[src/rtl/mem_arbiter.sv]
// N-channel round-robin arbiter sharing one single-port synchronous RAM among req/ack masters.
// Define MEM_ARB_FIXED_PRI_EN to switch to fixed priority (lowest channel wins).
module mem_arbiter #(
  parameter int NUM_CH = 4,
  parameter int AW     = 16,
  parameter int DW     = 8,
  parameter int RD_LAT = 1
) (
  input  logic                 clk,
  input  logic                 rst,
  input  logic [NUM_CH-1:0]    m_req,
  input  logic [NUM_CH-1:0]    m_we,
  input  logic [NUM_CH*AW-1:0] m_addr,
  input  logic [NUM_CH*DW-1:0] m_wdata,
  output logic [NUM_CH-1:0]    m_ack,
  output logic [DW-1:0]        m_rdata,
  output logic [AW-1:0]        mem_addr,
  output logic [DW-1:0]        mem_do,
  output logic                 mem_we,
  input  logic [DW-1:0]        mem_di,
  output logic                 busy,
  output logic [1:0]           dbg_state_o
);

  localparam int CW = (NUM_CH > 1) ? $clog2(NUM_CH) : 1;
  localparam int WAIT_INIT = (RD_LAT > 1) ? RD_LAT - 2 : 0;

  typedef enum logic [1:0] {
    S_IDLE  = 2'd0,
    S_ISSUE = 2'd1,
    S_WAIT  = 2'd2,
    S_DONE  = 2'd3
  } state_t;

  // Handshake: a master holds m_req (with we/addr/wdata stable) until it sees
  // its one-cycle m_ack; requests are only sampled in IDLE, so a request still
  // high in the cycle after its ack is arbitrated again as a new transaction.
  state_t              state_q, state_d;
  logic [CW-1:0]       ch_q, ch_d;
  logic                we_q, we_d;
  logic [1:0]          cnt_q, cnt_d;
  logic [AW-1:0]       mem_addr_q, mem_addr_d;
  logic [DW-1:0]       mem_do_q, mem_do_d;
  logic                mem_we_q, mem_we_d;
  logic [NUM_CH-1:0]   m_ack_q, m_ack_d;
  logic [DW-1:0]       m_rdata_q, m_rdata_d;
  logic [CW-1:0]       grant_ch;
  logic                enter_done;
`ifndef MEM_ARB_FIXED_PRI_EN
  logic [CW-1:0]       last_grant_q, last_grant_d;
`endif

  always_comb begin
    grant_ch = '0;
`ifdef MEM_ARB_FIXED_PRI_EN
    for (int i = NUM_CH - 1; i >= 0; i--) begin
      if (m_req[i]) grant_ch = CW'(i);
    end
`else
    // Descending offset so the channel closest after last_grant is assigned last.
    for (int k = NUM_CH; k >= 1; k--) begin
      if (m_req[(int'(last_grant_q) + k) % NUM_CH]) grant_ch = CW'((int'(last_grant_q) + k) % NUM_CH);
    end
`endif
  end

  always_comb begin
    state_d    = state_q;
    ch_d       = ch_q;
    we_d       = we_q;
    cnt_d      = cnt_q;
    mem_addr_d = mem_addr_q;
    mem_do_d   = mem_do_q;
    mem_we_d   = 1'b0;
    m_ack_d    = '0;
    m_rdata_d  = m_rdata_q;
    enter_done = 1'b0;
`ifndef MEM_ARB_FIXED_PRI_EN
    last_grant_d = last_grant_q;
`endif
    case (state_q)
      S_IDLE: begin
        if (|m_req) begin
          state_d    = S_ISSUE;
          ch_d       = grant_ch;
          we_d       = m_we[grant_ch];
          mem_addr_d = m_addr[int'(grant_ch)*AW +: AW];
          mem_do_d   = m_wdata[int'(grant_ch)*DW +: DW];
          mem_we_d   = m_we[grant_ch];
`ifndef MEM_ARB_FIXED_PRI_EN
          last_grant_d = grant_ch;
`endif
        end
      end
      S_ISSUE: begin
        if (we_q || RD_LAT == 1) begin
          enter_done = 1'b1;
        end else begin
          state_d = S_WAIT;
          cnt_d   = 2'(WAIT_INIT);
        end
      end
      S_WAIT: begin
        if (cnt_q == 2'd0) enter_done = 1'b1;
        else cnt_d = cnt_q - 2'd1;
      end
      default: state_d = S_IDLE;
    endcase
    // mem_di is captured on the edge entering DONE, RD_LAT edges after mem_addr was set.
    if (enter_done) begin
      state_d       = S_DONE;
      m_ack_d[ch_q] = 1'b1;
      if (!we_q) m_rdata_d = mem_di;
    end
  end

  always_ff @(posedge clk or posedge rst) begin
    if (rst) begin
      state_q    <= S_IDLE;
      ch_q       <= '0;
      we_q       <= 1'b0;
      cnt_q      <= 2'd0;
      mem_addr_q <= '0;
      mem_do_q   <= '0;
      mem_we_q   <= 1'b0;
      m_ack_q    <= '0;
      m_rdata_q  <= '0;
`ifndef MEM_ARB_FIXED_PRI_EN
      last_grant_q <= CW'(NUM_CH - 1);
`endif
    end else begin
      state_q    <= state_d;
      ch_q       <= ch_d;
      we_q       <= we_d;
      cnt_q      <= cnt_d;
      mem_addr_q <= mem_addr_d;
      mem_do_q   <= mem_do_d;
      mem_we_q   <= mem_we_d;
      m_ack_q    <= m_ack_d;
      m_rdata_q  <= m_rdata_d;
`ifndef MEM_ARB_FIXED_PRI_EN
      last_grant_q <= last_grant_d;
`endif
    end
  end

  assign m_ack       = m_ack_q;
  assign m_rdata     = m_rdata_q;
  assign mem_addr    = mem_addr_q;
  assign mem_do      = mem_do_q;
  assign mem_we      = mem_we_q;
  assign busy        = (state_q != S_IDLE);
  assign dbg_state_o = state_q;

endmodule

[config.mk]
export PLATFORM = sky130hd
export DESIGN_NAME = mem_arbiter
export DESIGN_NICKNAME = d
export VERILOG_FILES = /design/src/rtl/mem_arbiter.sv
export SDC_FILE = /design/constraint.sdc
export NUM_CORES = 1
export LEC_CHECK = 0
export CAP_MARGIN = 20
export CELL_PAD_IN_SITES_DETAIL_PLACEMENT = 0
export CELL_PAD_IN_SITES_GLOBAL_PLACEMENT = 1
export CORE_MARGIN = 2
export CORE_UTILIZATION = 30
export DETAILED_ROUTE_END_ITERATION = 8
export GPL_ROUTABILITY_DRIVEN = 0
export PLACE_DENSITY = 0.9
export SLEW_MARGIN = 20
export SYNTH_ARGS = -nofsm -noshare
export SYNTH_HDL_FRONTEND = slang
export SYNTH_SLANG_ARGS = --single-unit
[constraint.sdc]
create_clock -name clk -period 3.6 [get_ports clk]
set_input_delay 0.54 -clock clk [delete_from_list [all_inputs] [get_ports clk]]
set_output_delay 0.54 -clock clk [all_outputs]
set_load 0.01 [all_outputs]
Yosys cells after proc, flatten, opt, wreduce, memory -nomap -nowiden
Cells that the tools add are included.
{"block": "totals", "register_bits": 46, "in_bits": 114, "out_inout_bits": 40, "word_cells": 76}
{"block": "op_classes", "magnitude_cmp": 7, "n_eq_ne": 4, "n_addsub": 5, "shifts": 2, "muxes": 28, "reduce_logical": 14, "n_bitwise": 6}
{"operator": "indexed part select 64 x 7 -> 16 bit", "n": 1}
{"operator": "indexed part select 32 x 6 -> 8 bit", "n": 1}
{"operator": "< comparator 3 x 4 -> 1 bit (second input constant)", "n": 4}
{"operator": "2-to-1 mux 1 bit", "n": 13}
{"operator": "2-to-1 mux 2 bit", "n": 6}
{"operator": "binary-select mux 1 bit (select 2 bit)", "n": 5}
{"operator": "OR reduction 2 bit", "n": 5}
{"operator": "AND reduction 2 bit", "n": 4}
{"operator": "< comparator 2 x 3 -> 1 bit (second input constant)", "n": 2}
{"operator": "adder 2 x 1 -> 2 bit (second input constant)", "n": 2}
{"operator": "adder 2 bit (second input constant)", "n": 2}
{"operator": "bitwise AND 1 bit (first input constant)", "n": 4}
{"operator": "logical NOT 2 bit", "n": 2}
{"operator": "2-to-1 mux 4 bit", "n": 1}
{"operator": "case mux 2 bit (2 select lines)", "n": 1}
{"operator": "OR reduction 4 bit", "n": 1}
{"operator": "!= test 3 bit (second input constant)", "n": 1}
{"operator": "demux 1 bit (select 2 bit)", "n": 1}
{"operator": "equality test 2 x 1 -> 1 bit (second input constant)", "n": 1}
{"operator": "equality test 2 bit (second input constant)", "n": 1}
{"operator": "greater-or-equal comparator 2 x 1 -> 1 bit (second input constant)", "n": 1}
{"operator": "!= test 2 x 1 -> 1 bit (second input constant)", "n": 1}
{"operator": "inverter 1 bit", "n": 2}
{"operator": "case mux 1 bit (2 select lines)", "n": 1}
{"operator": "3 further kinds", "n": 3}

Logic depth before layout (Yosys ltp)
Gate-level depths: netlist (run 1).
{"block": "depth", "depth_word": 14, "ltp_mapped": 8, "depth_no_buf": 6}

Worst setup path before layout (run 1)
No wires, ideal clock.
{"block": "synth_path", "path_type": "register to register", "from": "reg state_q[0] (netlist: dbg_state_o[0])", "to": "reg m_rdata_q[0] (netlist: m_rdata[0])", "period_less_slack_ns": 1.804, "slack_ns": 1.796, "arrival_time_ns": 1.680, "stages_incl_launch_ff": 6, "cell_sequence": "dfrtp_1 > inv_1 > ha_1 > nand2_1 > nor2_1 > mux2_2"}
{"block": "synth_between", "elab_chain_cells": 3, "elab_cells_between_ends": 4, "classes_between": "eq/ne (2); mux (1); reduce/logical (1)"}
{"element": "start: declaration", "line": "38", "rtl": "state_t state_q, state_d;"}
{"element": "start signal: assignment", "line": "132", "rtl": "state_q <= state_d;"}
{"element": "equality test 2 bit / equality test 2 x 1 -> 1 bit (equally long branches)", "line": "81", "rtl": "case (state_q)"}
{"element": "case mux 1 bit (2 select lines) (*)", "line": "81"}
{"element": "AND reduction 2 bit (no line) (*)"}
{"element": "end signal: assignment", "line": "140", "rtl": "m_rdata_q <= m_rdata_d;"}
{"element": "end: declaration", "line": "46", "rtl": "logic [DW-1:0] m_rdata_q, m_rdata_d;"}
Every way passes the cells marked *; elsewhere a longest branch is shown, timed or not.
A chain may end at the register's enable or synchronous reset.

Worst setup path in the final report (run 1)
{"block": "layout_path", "from": "in m_req[3]", "to": "reg mem_do_q[6] (netlist: mem_do[6])"}
{"block": "layout_between", "elab_chain_cells": 8, "elab_cells_between_ends": 19, "classes_between": "shift (1); mux (16); reduce/logical (2)"}
{"element": "start: declaration", "line": "11", "rtl": "input logic [NUM_CH-1:0] m_req,"}
{"element": "binary-select mux 1 bit (select 2 bit)", "line": "62", "rtl": "if (m_req[(int'(last_grant_q) + k) % NUM_CH]) grant_ch = CW'((int'(last_grant_q) + k) % NUM_CH);"}
{"element": "2-to-1 mux 1 bit (not written as such) (2 in a row)", "line": "62"}
{"element": "2-to-1 mux 2 bit (4 in a row)", "line": "62"}
{"element": "indexed part select 32 x 6 -> 8 bit", "line": "88", "rtl": "mem_do_d = m_wdata[int'(grant_ch)*DW +: DW];"}
{"element": "end signal: assignment", "line": "137", "rtl": "mem_do_q <= mem_do_d;"}
{"element": "end: declaration", "line": "43", "rtl": "logic [DW-1:0] mem_do_q, mem_do_d;"}
Several ways; a longest one is shown, not always the timed one. The select of a mux whose other input is x is not followed.

==> reports/summary.md, run 1 <==
## Power and ir drop
- total power per unit cell area: 698 nW/um^2
- Peak VDD IR: 0.000259 V
- static leakage: 1.83 nW

## Clocking
- buffer levels on the longest clock path: 2
- number of hold-repair buffers added at the cts stage: 0
- number of H-tree levels: 2
- clock latency reported for the late side of the worst-skew pair: 0.30 ns
- clock-pin slew on the worst setup and hold paths: 0.09 ns
- buffer count from post-CTS setup fixing: 0
- CTS tree: done
- TritonCTS Buffers: 5
- count of cells resized by post-cts repair: 0
- Clock Sink Count: 46
- root buf cell: clkbuf_8

## Finish
- number of diodes: 0
- Post-layout nets: 490
- fraction of final layout cells sized beyond drive strength 1: 0.0724
- filler cell count in the final layout: 741
- final non-filler cell area: 4190 sq um
- Area growth, synth to finish: 64.3%

## Job
- Max-Cap Viols: 0

## Global routing
- maximum number of pins on one net before global-route repair: 47
- global-route congestion overflow total: 0
- global-route wire length before repair: 11500 um
- GRT Overall Usage: 0.159
- via count of the first global-routing pass: 2436
- number of antenna violations at the first check in global routing: 0

## STA
- clk_skew: 0.00655 ns
- Hold Vio Cnt, Final: 0
- endpoints failing setup: 0
- worst relative slew slack: 0.459
- setup repair after global routing missed its margin: no
- minimum clock period after layout: 2.39 ns
- total count of max-transition violations in the final report: 0
- Worst Hold Slack: 0.483 ns
- setup slack after layout: 1.21 ns
- TNS Setup: 0 ns
- actual slew at the worst max-slew pin: 0.811 ns
- final critical-path share of the clock period: 0.664
- Max Freq: 0.418 GHz

## Setup path
- kind of start point of the critical path: input pin
- worst reg-to-reg path cell count: 6
- endpoint class of the critical path: register
- Worst Path Arrival: 2.54 ns
- Worst Path Max Fanout: 28
- crit path kind: in -> reg
- origin of the critical flop-to-flop path: last_grant_q[0]
- register-to-register path setup slack: 1.46 ns
- destination of the worst register-to-register timing path: mem_do[6]
- Worst setup endpoint: mem_do[6]
- CP Data Required Time: 3.75 ns
- startpoint of the worst setup timing path: m_req[3]

## Die
- height of the die: 96.2 um
- Die Width: 96.2 um
- area of the die: 9260 sq um
- placeable core area: 8220 sq um
- Initial Utilization: 0.310
- number of placement rows: 33
- Top Ports: 154

## Outcome
- result of the run: completed

## Drt
- vias per std cell: 4.86
- via count of the routed design: 2324
- Antenna Nets Post-Route: 0
- DRC Markers: 0
- average wire per standard cell: 15.2 um
- final WL: 7290 um
- Initial DRC Count: 29
- number of detailed-routing iterations run before antenna repair: 4

## Synthesis
- number of different library cells in the post-synthesis netlist: 29
- sequential share of the synthesized area: 0.452
- register bit count reported by yosys: 46
- synthesized area per cell: 11.5 sq um
- instance count of the mapped netlist: 221
- number of warning messages in the yosys log: 0
- syn_nets: 339
- netlist area before placement: 2550 sq um

## Placed design
- IO buf count: 153
- dpl cell area: 4080 sq um
- worst setup slack before clock tree synthesis: 0.904 ns
- HPWL after detailed placement: 5530 um

## Min path
- class of the worst hold path: reg -> reg

[worst min path at each step]
| stage | startpoint | end | slack [ns] | depth (start not counted) |
|---|---|---|---|---|
| 2_1_floorplan | cnt_q[0] | cnt_q[0] | 0.45 | 1 |
| 3_3_place_gp | cnt_q[0] | cnt_q[0] | 0.46 | 1 |
| 3_5_place_dp | mem_addr[0] | mem_addr[0] | 0.47 | 2 |
| 4_1_cts | cnt_q[0] | cnt_q[0] | 0.49 | 1 |
| 5_1_grt | cnt_q[0] | cnt_q[0] | 0.51 | 1 |
| 6_report | cnt_q[0] | cnt_q[0] | 0.48 | 1 |
[metal layers]
layer | vias to the layer above | part of all wire | GRT usage
met1 | 1109 | 0.41 | 0.192
met5 | - | 0 | 0
met3 | 8 | 0.093 | 0.0462
met2 | 96 | 0.49 | 0.275
met4 | 0 | 0.010 | 0.0417
li1 | 1111 | - | -
[flip-flops by register name, indices dropped and copies added (netlist names)]
| register | flops |
|---|---|
| mem_we | 1 |
| mem_do | 8 |
| cnt_q | 2 |
| ch_q | 2 |
| we_q | 1 |
| m_ack | 4 |
| mem_addr | 16 |
| last_grant_q | 2 |
| m_rdata | 8 |
| dbg_state_o | 2 |
[cell usage after synthesis]
cell,n,share of area
and4_1,1,0.0034
nor2_1,6,0.0088
mux2i_1,50,0.20
nand2b_1,4,0.0098
clkbuf_1,1,0.0015
o21ai_0,4,0.0078
buf_6,5,0.022
nand2_2,1,0.0025
a21o_1,2,0.0059
nor4_2,1,0.0049
a22o_1,1,0.0034
mux2_2,8,0.035
inv_2,1,0.0015
buf_2,2,0.0039
a211oi_2,1,0.0049
nor3b_1,2,0.0059
dfstp_2,2,0.021
nor3_1,2,0.0039
buf_12,5,0.039
ha_1,4,0.020
o221ai_1,25,0.086
inv_1,7,0.010
a21oi_1,5,0.0098
dlygate4sd1_1,1,0.0034
nand2_1,32,0.047
dfrtp_1,44,0.43
xnor2_1,1,0.0034
o22ai_1,2,0.0049
or2_1,1,0.0025
[report_power, final]
part / internal (mW) / switching [mW]
clock: 0.207 / 0.179
combinational: 0.891 / 0.745
sequential: 0.769 / 0.133
[cell type report]
| class | instances | area, sq um | area share |
|---|---|---|---|
| multi-input combinational | 153 | 1200 | 0.285 |
| clock inverter | 2 | 37.5 | 0.00896 |
| sequential | 46 | 1150 | 0.275 |
| inverter | 8 | 31.3 | 0.00746 |
| clock buffer | 6 | 72.6 | 0.0173 |
| timing repair buffer | 158 | 1570 | 0.374 |
| tap | 105 | 131 | 0.0313 |
[cells by family after synthesis]
kind of cell             count (synthesis)  share of synthesized area
XOR/XNOR                                 1                    0.00343
adder cells (fa/ha/maj)                  4                     0.0196
buffers and inverters                   22                     0.0819
AND/OR/NAND/NOR                         50                     0.0888
flip-flops                              46                      0.452
AO/OA/AOI/OAI                           40                      0.123
multiplexers                            58                      0.231
[cell usage in the layout, fill, tap and decap left out, types with 2 or more instances in the layout]
master / Yosys / final
a21o_1: 2 / 2
clkdlybuf4s50_1: 0 / 153
ha_1: 4 / 4
clkbuf_8: 0 / 5
mux2i_1: 50 / 50
o22ai_1: 2 / 2
dfstp_2: 2 / 2
nand2b_1: 4 / 4
nor2_1: 6 / 6
o221ai_1: 25 / 25
a21oi_1: 5 / 5
nor3_1: 2 / 2
buf_4: 0 / 5
o21ai_0: 4 / 4
nand2_1: 32 / 32
dfrtp_1: 44 / 44
nor3b_1: 2 / 2
inv_1: 7 / 6
mux2_2: 8 / 8
[critical path: stages]
cell             delay, ns
clkdlybuf4s50_1       0.52
a22o_1                0.31
a211oi_4              0.27
buf_4                 0.44
mux2i_1               0.28
o221ai_1              0.16
[per-stage QoR]
step           cells  utilization  power [mW]
6_report         478        0.510        2.92
3_3_place_gp     470        0.497        2.52
5_1_grt          478        0.510        3.15
2_1_floorplan    221            -        1.94
4_1_cts          478        0.510        2.97
3_5_place_dp     470        0.497        2.57
(Power assumes the default switching activity.)
==> run 2, diff against run 1 <==
CORE_UTILIZATION = 27   (was 30)
PLACE_DENSITY = 0.83   (was 0.9)
clock period = 2.3 ns   (was 3.6 ns; I/O delays follow)
==> reports/summary.md, run 2 (synthesized netlist as in run 1, its figures left out) <==
## Clocking
- buffer levels on the longest clock path: 2
- number of hold-repair buffers added at the cts stage: 0
- TritonCTS Buffers: 5
- clock latency reported for the late side of the worst-skew pair: 0.30 ns
- count of cells resized by post-cts repair: 0
- root buf cell: clkbuf_8
- number of H-tree levels: 2
- CTS tree: done
- Clock Sink Count: 46
- buffer count from post-CTS setup fixing: 0
- clock-pin slew on the worst setup and hold paths: 0.09 ns

## Global routing
- met2 Track Usage GR: 0.262
- met3 capacity usage during global routing: 0.0400
- global-route congestion overflow total: 0
- global-route wire length before repair: 12000 um
- number of antenna violations at the first check in global routing: 0
- GRT Overall Usage: 0.149
- via count of the first global-routing pass: 2469
- met1 capacity usage during global routing: 0.180
- maximum number of pins on one net before global-route repair: 29
- most congested layer reported by global routing: met2

## Finish
- commonest cells after routing, fill and taps aside: 153 x clkdlybuf4s50_1, 50 x mux2i_1, 44 x dfrtp_1
- Post-layout nets: 499
- final instance count without filler cells: 493
- filler cell count in the final layout: 884
- Area growth, synth to finish: 67.4%
- final non-filler cell area: 4270 sq um
- Seq. cell area: 1150 sq um
- fraction of final layout cells sized beyond drive strength 1: 0.0969
- number of diodes: 0
- total area of multi-input combinational cells: 1200 sq um
- leading cell type in the layout, fill and taps excluded: clkdlybuf4s50_1
- flip-flop count of the largest register, all copies and words added: 16

## Drt
- number of detailed-routing iterations run before antenna repair: 4
- DRC Markers: 0
- vias per std cell: 4.71
- via count of the routed design: 2320
- final WL: 7470 um
- average wire per standard cell: 15.1 um
- Antenna Nets Post-Route: 0
- Initial DRC Count: 63

## Power and ir drop
- total power per unit cell area: 1070 nW/um^2
- static leakage: 1.88 nW
- Peak VDD IR: 0.000410 V

## Setup path
- slowest CP cell: dfstp_2
- CP Data Required Time: 2.47 ns
- crit-path max cell delay: 0.55 ns
- endpoint class of the critical path: register
- Worst Path Arrival: 2.21 ns
- cell depth of the worst setup path: 6
- worst reg-to-reg path cell count: 6
- kind of start point of the critical path: register
- Worst Path Max Fanout: 28
- crit path kind: reg -> reg
- Cell Chain, Critical Path: inv_1, a22o_1, a211oi_4, buf_12, mux2i_1, o221ai_1
- CP Buf/Inv Count: 2
- kind of cell adding the most delay to the critical path: compound AO/OA/AOI/OAI gates

## Die
- height of the die: 101 um
- Initial Utilization: 0.277
- number of placement rows: 35
- area of the die: 10200 sq um
- placeable core area: 9200 sq um
- Top Ports: 154
- Die Width: 101 um

## STA
- minimum clock period after layout: 2.04 ns
- Max Freq: 0.490 GHz
- total count of max-transition violations in the final report: 0
- clk_skew: 0.00793 ns
- final critical-path share of the clock period: 0.887
- endpoints failing setup: 0
- worst relative slew slack: 0.767
- Hold Vio Cnt, Final: 0
- actual slew at the worst max-slew pin: 0.347 ns
- setup repair after global routing missed its margin: no

## Outcome
- result of the run: completed

## Job
- Max-Cap Viols: 0

## Placed design
- cell count after placement: 485
- IO buf count: 153
- dpl cell area: 4180 sq um
- HPWL after detailed placement: 5870 um

## Min path
- class of the worst hold path: in -> async

run 2: changes by cell type in the layout (fill, tap and decap cells not counted):
cell | previous run | this run
buf_12 | 0 | 2
buf_4 | 5 | 12
bufinv_16 | 1 | 0
clkbuf_1 | 1 | 0
clkinv_4 | 0 | 1
inv_2 | 1 | 2
run 2: layer usage:
layer,vias to the layer above,share of wire
met5,-,0
met4,0,0.010
li1,1130,-
met2,74,0.51
met3,7,0.069
met1,1109,0.41
run 2: worst reg2reg max path, cell delays in order, from the launching register on:
cell and delay [ns]:
dfstp_2 0.55, inv_1 0.05, a22o_1 0.24, a211oi_4 0.37, buf_12 0.27, mux2i_1 0.29
o221ai_1 0.14
run 2: per-stage QoR:
stage                     worst slack [ns]  power [mW]  hold slack (ns)  setup TNS (ns)  utilization
after floorplan                      0.496        3.03            0.446               0            -
after global placement              0.0282        4.05            0.462               0        0.455
after detailed placement          -0.00606        4.12            0.472        -0.00606        0.455
after CTS                            0.244        4.64            0.288               0        0.464
after global routing                 0.120        4.95            0.304               0        0.464
final                                0.260        4.56            0.298               0        0.464
run 2: cell type report:
cell class	instances	area share
Timing Repair Buffer	167	0.389
Clock inverter	3	0.00498
Inverter	8	0.00703
Tap cell	111	0.0325
Sequential cell	46	0.270
Multi-Input combinational cell	153	0.280
Clock buffer	5	0.0161
run 2: power by group:
group | switching (mW) | internal [mW]
Clock | 0.284 | 0.214
Sequential | 0.207 | 1.20
Combinational | 1.19 | 1.47
Total | 1.68 | 2.88
run 2: worst paths after layout:
check / start / endpoint / slack, ns
setup reg to reg: last_grant_q[0] / mem_addr[9] / 0.26
setup / recovery: last_grant_q[0] / mem_addr[9] / 0.26
min in group clk: cnt_q[0] / cnt_q[0] / 0.48
hold reg to reg: cnt_q[0] / cnt_q[0] / 0.48
max in group asynchronous: rst / last_grant_q[1] / 1.42
hold / removal: rst / m_rdata[0] / 0.30
==> run 3, diff against run 2 <==
--- a/config.mk
+++ b/config.mk
@@ -10,8 +10,8 @@
 export CELL_PAD_IN_SITES_GLOBAL_PLACEMENT = 1
 export CORE_MARGIN = 2
-export CORE_UTILIZATION = 27
+export CORE_UTILIZATION = 25
 export DETAILED_ROUTE_END_ITERATION = 8
 export GPL_ROUTABILITY_DRIVEN = 0
-export PLACE_DENSITY = 0.83
+export PLACE_DENSITY = 0.81
 export SLEW_MARGIN = 20
 export SYNTH_ARGS = -nofsm -noshare
==> constraint.sdc (replaced) <==
create_clock -name clk -period 1.71 [get_ports clk]
set_input_delay 0.342 -clock clk [delete_from_list [all_inputs] [get_ports clk]]
set_output_delay 0.342 -clock clk [all_outputs]
set_load 0.01 [all_outputs]
==> reports/summary.md, run 3 (synthesized netlist as in run 1, its figures left out) <==
## Outcome
- result of the run: complete, but fails checks
- failing checks: negative setup slack

## Power and ir drop
- static leakage: 2.02 nW
- combinational group share of total power: 0.618
- total power per unit cell area: 1520 nW/um^2
- sequential group share of total power: 0.267
- net switching power figure: 2.50 mW
- Internal: 4.61 mW
- Net Sw Frac: 0.351
- total power: 7.11 mW
- Peak VDD IR: 0.000559 V
- part of the total power dissipated in the clock network: 0.115

## Placed design
- HPWL after detailed placement: 6040 um
- IO buf count: 153
- dpl cell area: 4280 sq um

## Global routing
- GRT Overall Usage: 0.145
- via count of the first global-routing pass: 2650
- global-route wire length before repair: 13000 um
- maximum number of pins on one net before global-route repair: 30
- global-route congestion overflow total: 0
- number of antenna violations at the first check in global routing: 0

## Clocking
- number of H-tree levels: 2
- Clock Sink Count: 46
- clock-pin slew on the worst setup and hold paths: 0.09 ns
- number of hold-repair buffers added at the cts stage: 0
- TritonCTS Buffers: 5
- buffer levels on the longest clock path: 2
- root buf cell: clkbuf_8
- clock latency reported for the late side of the worst-skew pair: 0.29 ns
- CTS tree: done

## STA
- final critical-path share of the clock period: 1.17
- Worst Hold Slack: 0.374 ns
- worst relative slew slack: 0.737
- endpoints failing setup: 28
- setup repair after global routing missed its margin: yes
- actual slew at the worst max-slew pin: 0.395 ns
- setup slack after layout: -0.294 ns
- minimum clock period after layout: 2.00 ns
- Max Freq: 0.499 GHz
- total count of max-transition violations in the final report: 0
- clk_skew: 0.00752 ns
- Hold Vio Cnt, Final: 0
- TNS Setup: -6.24 ns

## Die
- area of the die: 11000 sq um
- height of the die: 105 um
- Die Width: 105 um
- number of placement rows: 36
- Top Ports: 154
- placeable core area: 9820 sq um
- Initial Utilization: 0.260

## Min path
- class of the worst hold path: in -> async

## Setup path
- endpoint class of the critical path: register
- CP Data Required Time: 1.87 ns
- kind of start point of the critical path: input pin
- worst reg-to-reg path cell count: 7
- crit path kind: in -> reg
- startpoint of the worst setup timing path: m_req[2]
- Worst Path Max Fanout: 12
- origin of the critical flop-to-flop path: last_grant_q[0]
- Worst Path Arrival: 2.17 ns

## Finish
- final non-filler cell area: 4660 sq um
- flip-flop count of the largest register, all copies and words added: 16
- filler cell count in the final layout: 960
- number of diodes: 0
- leading cell type in the layout, fill and taps excluded: clkdlybuf4s50_1
- commonest cells after routing, fill and taps aside: 151 x clkdlybuf4s50_1, 44 x dfrtp_1, 42 x mux2i_1
- Post-layout nets: 516
- fraction of final layout cells sized beyond drive strength 1: 0.190
- Area growth, synth to finish: 82.8%

## Drt
- final WL: 8210 um
- via count of the routed design: 2459
- DRC Markers: 0
- Antenna Nets Post-Route: 0
- number of detailed-routing iterations run before antenna repair: 4
- Routed met2 length: 4160 um
- routed wire length on met3: 498 um
- met1 routed wirelength after detailed routing: 3440 um
- top sig layer: met4
- Initial DRC Count: 79
- vias per std cell: 4.62
- average wire per standard cell: 15.4 um

## Job
- Max-Cap Viols: 0

[run 3: cell types whose count changed in the layout (fill, tap and decap cells not counted), moves of 3 or more]
cell	before	now
mux2i_1	50	42
a21oi_2	0	3
buf_12	2	6
buf_4	12	17
inv_2	2	5
inv_1	6	3
a21oi_1	5	2
mux2i_2	0	8
buf_6	0	5
[run 3: power by group through the flow]
stage / Clock [mW] / Sequential (mW) / Combinational [mW]
after CTS: 0.866 / 1.91 / 4.13
final: 0.820 / 1.90 / 4.39
after global placement: 0 / 1.89 / 3.73
after global routing: 0.912 / 1.97 / 4.74
after floorplan: 0 / 2.10 / 1.99
after detailed placement: 0 / 1.92 / 3.80
[run 3: worst paths after layout]
check | slack (ns) | end
max in group asynchronous | 0.98 | mem_do[4]
max reg2reg | -0.27 | we_q
max | -0.29 | we_q
min in group clk | 0.49 | cnt_q[0]
min | 0.37 | mem_addr[12]
min reg2reg | 0.49 | cnt_q[0]
[run 3: worst max-delay path, cell delays in order]
cell,delay (ns)
clkdlybuf4s50_1,0.59
nand2b_1,0.16
a21oi_2,0.07
a211oi_4,0.26
buf_6,0.19
buf_16,0.16
mux2i_2,0.24
o221ai_1,0.14
[run 3: layout make-up]
cell class | instances | area [sq um] | area share
Clock buffer | 5 | 68.8 | 0.0148
Clock inverter | 3 | 43.8 | 0.00939
Inverter | 8 | 30.0 | 0.00644
Multi-Input combinational cell | 153 | 1290 | 0.276
Sequential cell | 46 | 1150 | 0.247
Tap cell | 133 | 166 | 0.0357
Timing Repair Buffer | 184 | 1920 | 0.411
[run 3: metrics by stage]
step | setup slack [ns] | util | std cells
final | -0.294 | 0.475 | 532
after global placement | -0.555 | 0.436 | 511
after detailed placement | -0.577 | 0.436 | 511
after floorplan | 0.00197 | - | 221
after global routing | -0.344 | 0.475 | 532
after CTS | -0.290 | 0.460 | 527
[run 3: what timing repair did]
action                                  CTS  global route
pin swaps                                 4             5
endpoints found under the setup margin   27            36
endpoints found under the hold margin     0             0
gates resized for setup                   9            28
buffers inserted                          6             5
cloned                                    2             2
[run 3: routing by layer]
metal / up-vias / global-route usage
met2: 89 / 0.247
li1: 1169 / -
met4: 0 / 0.0495
met3: 8 / 0.0399
met1: 1193 / 0.176
met5: - / 0
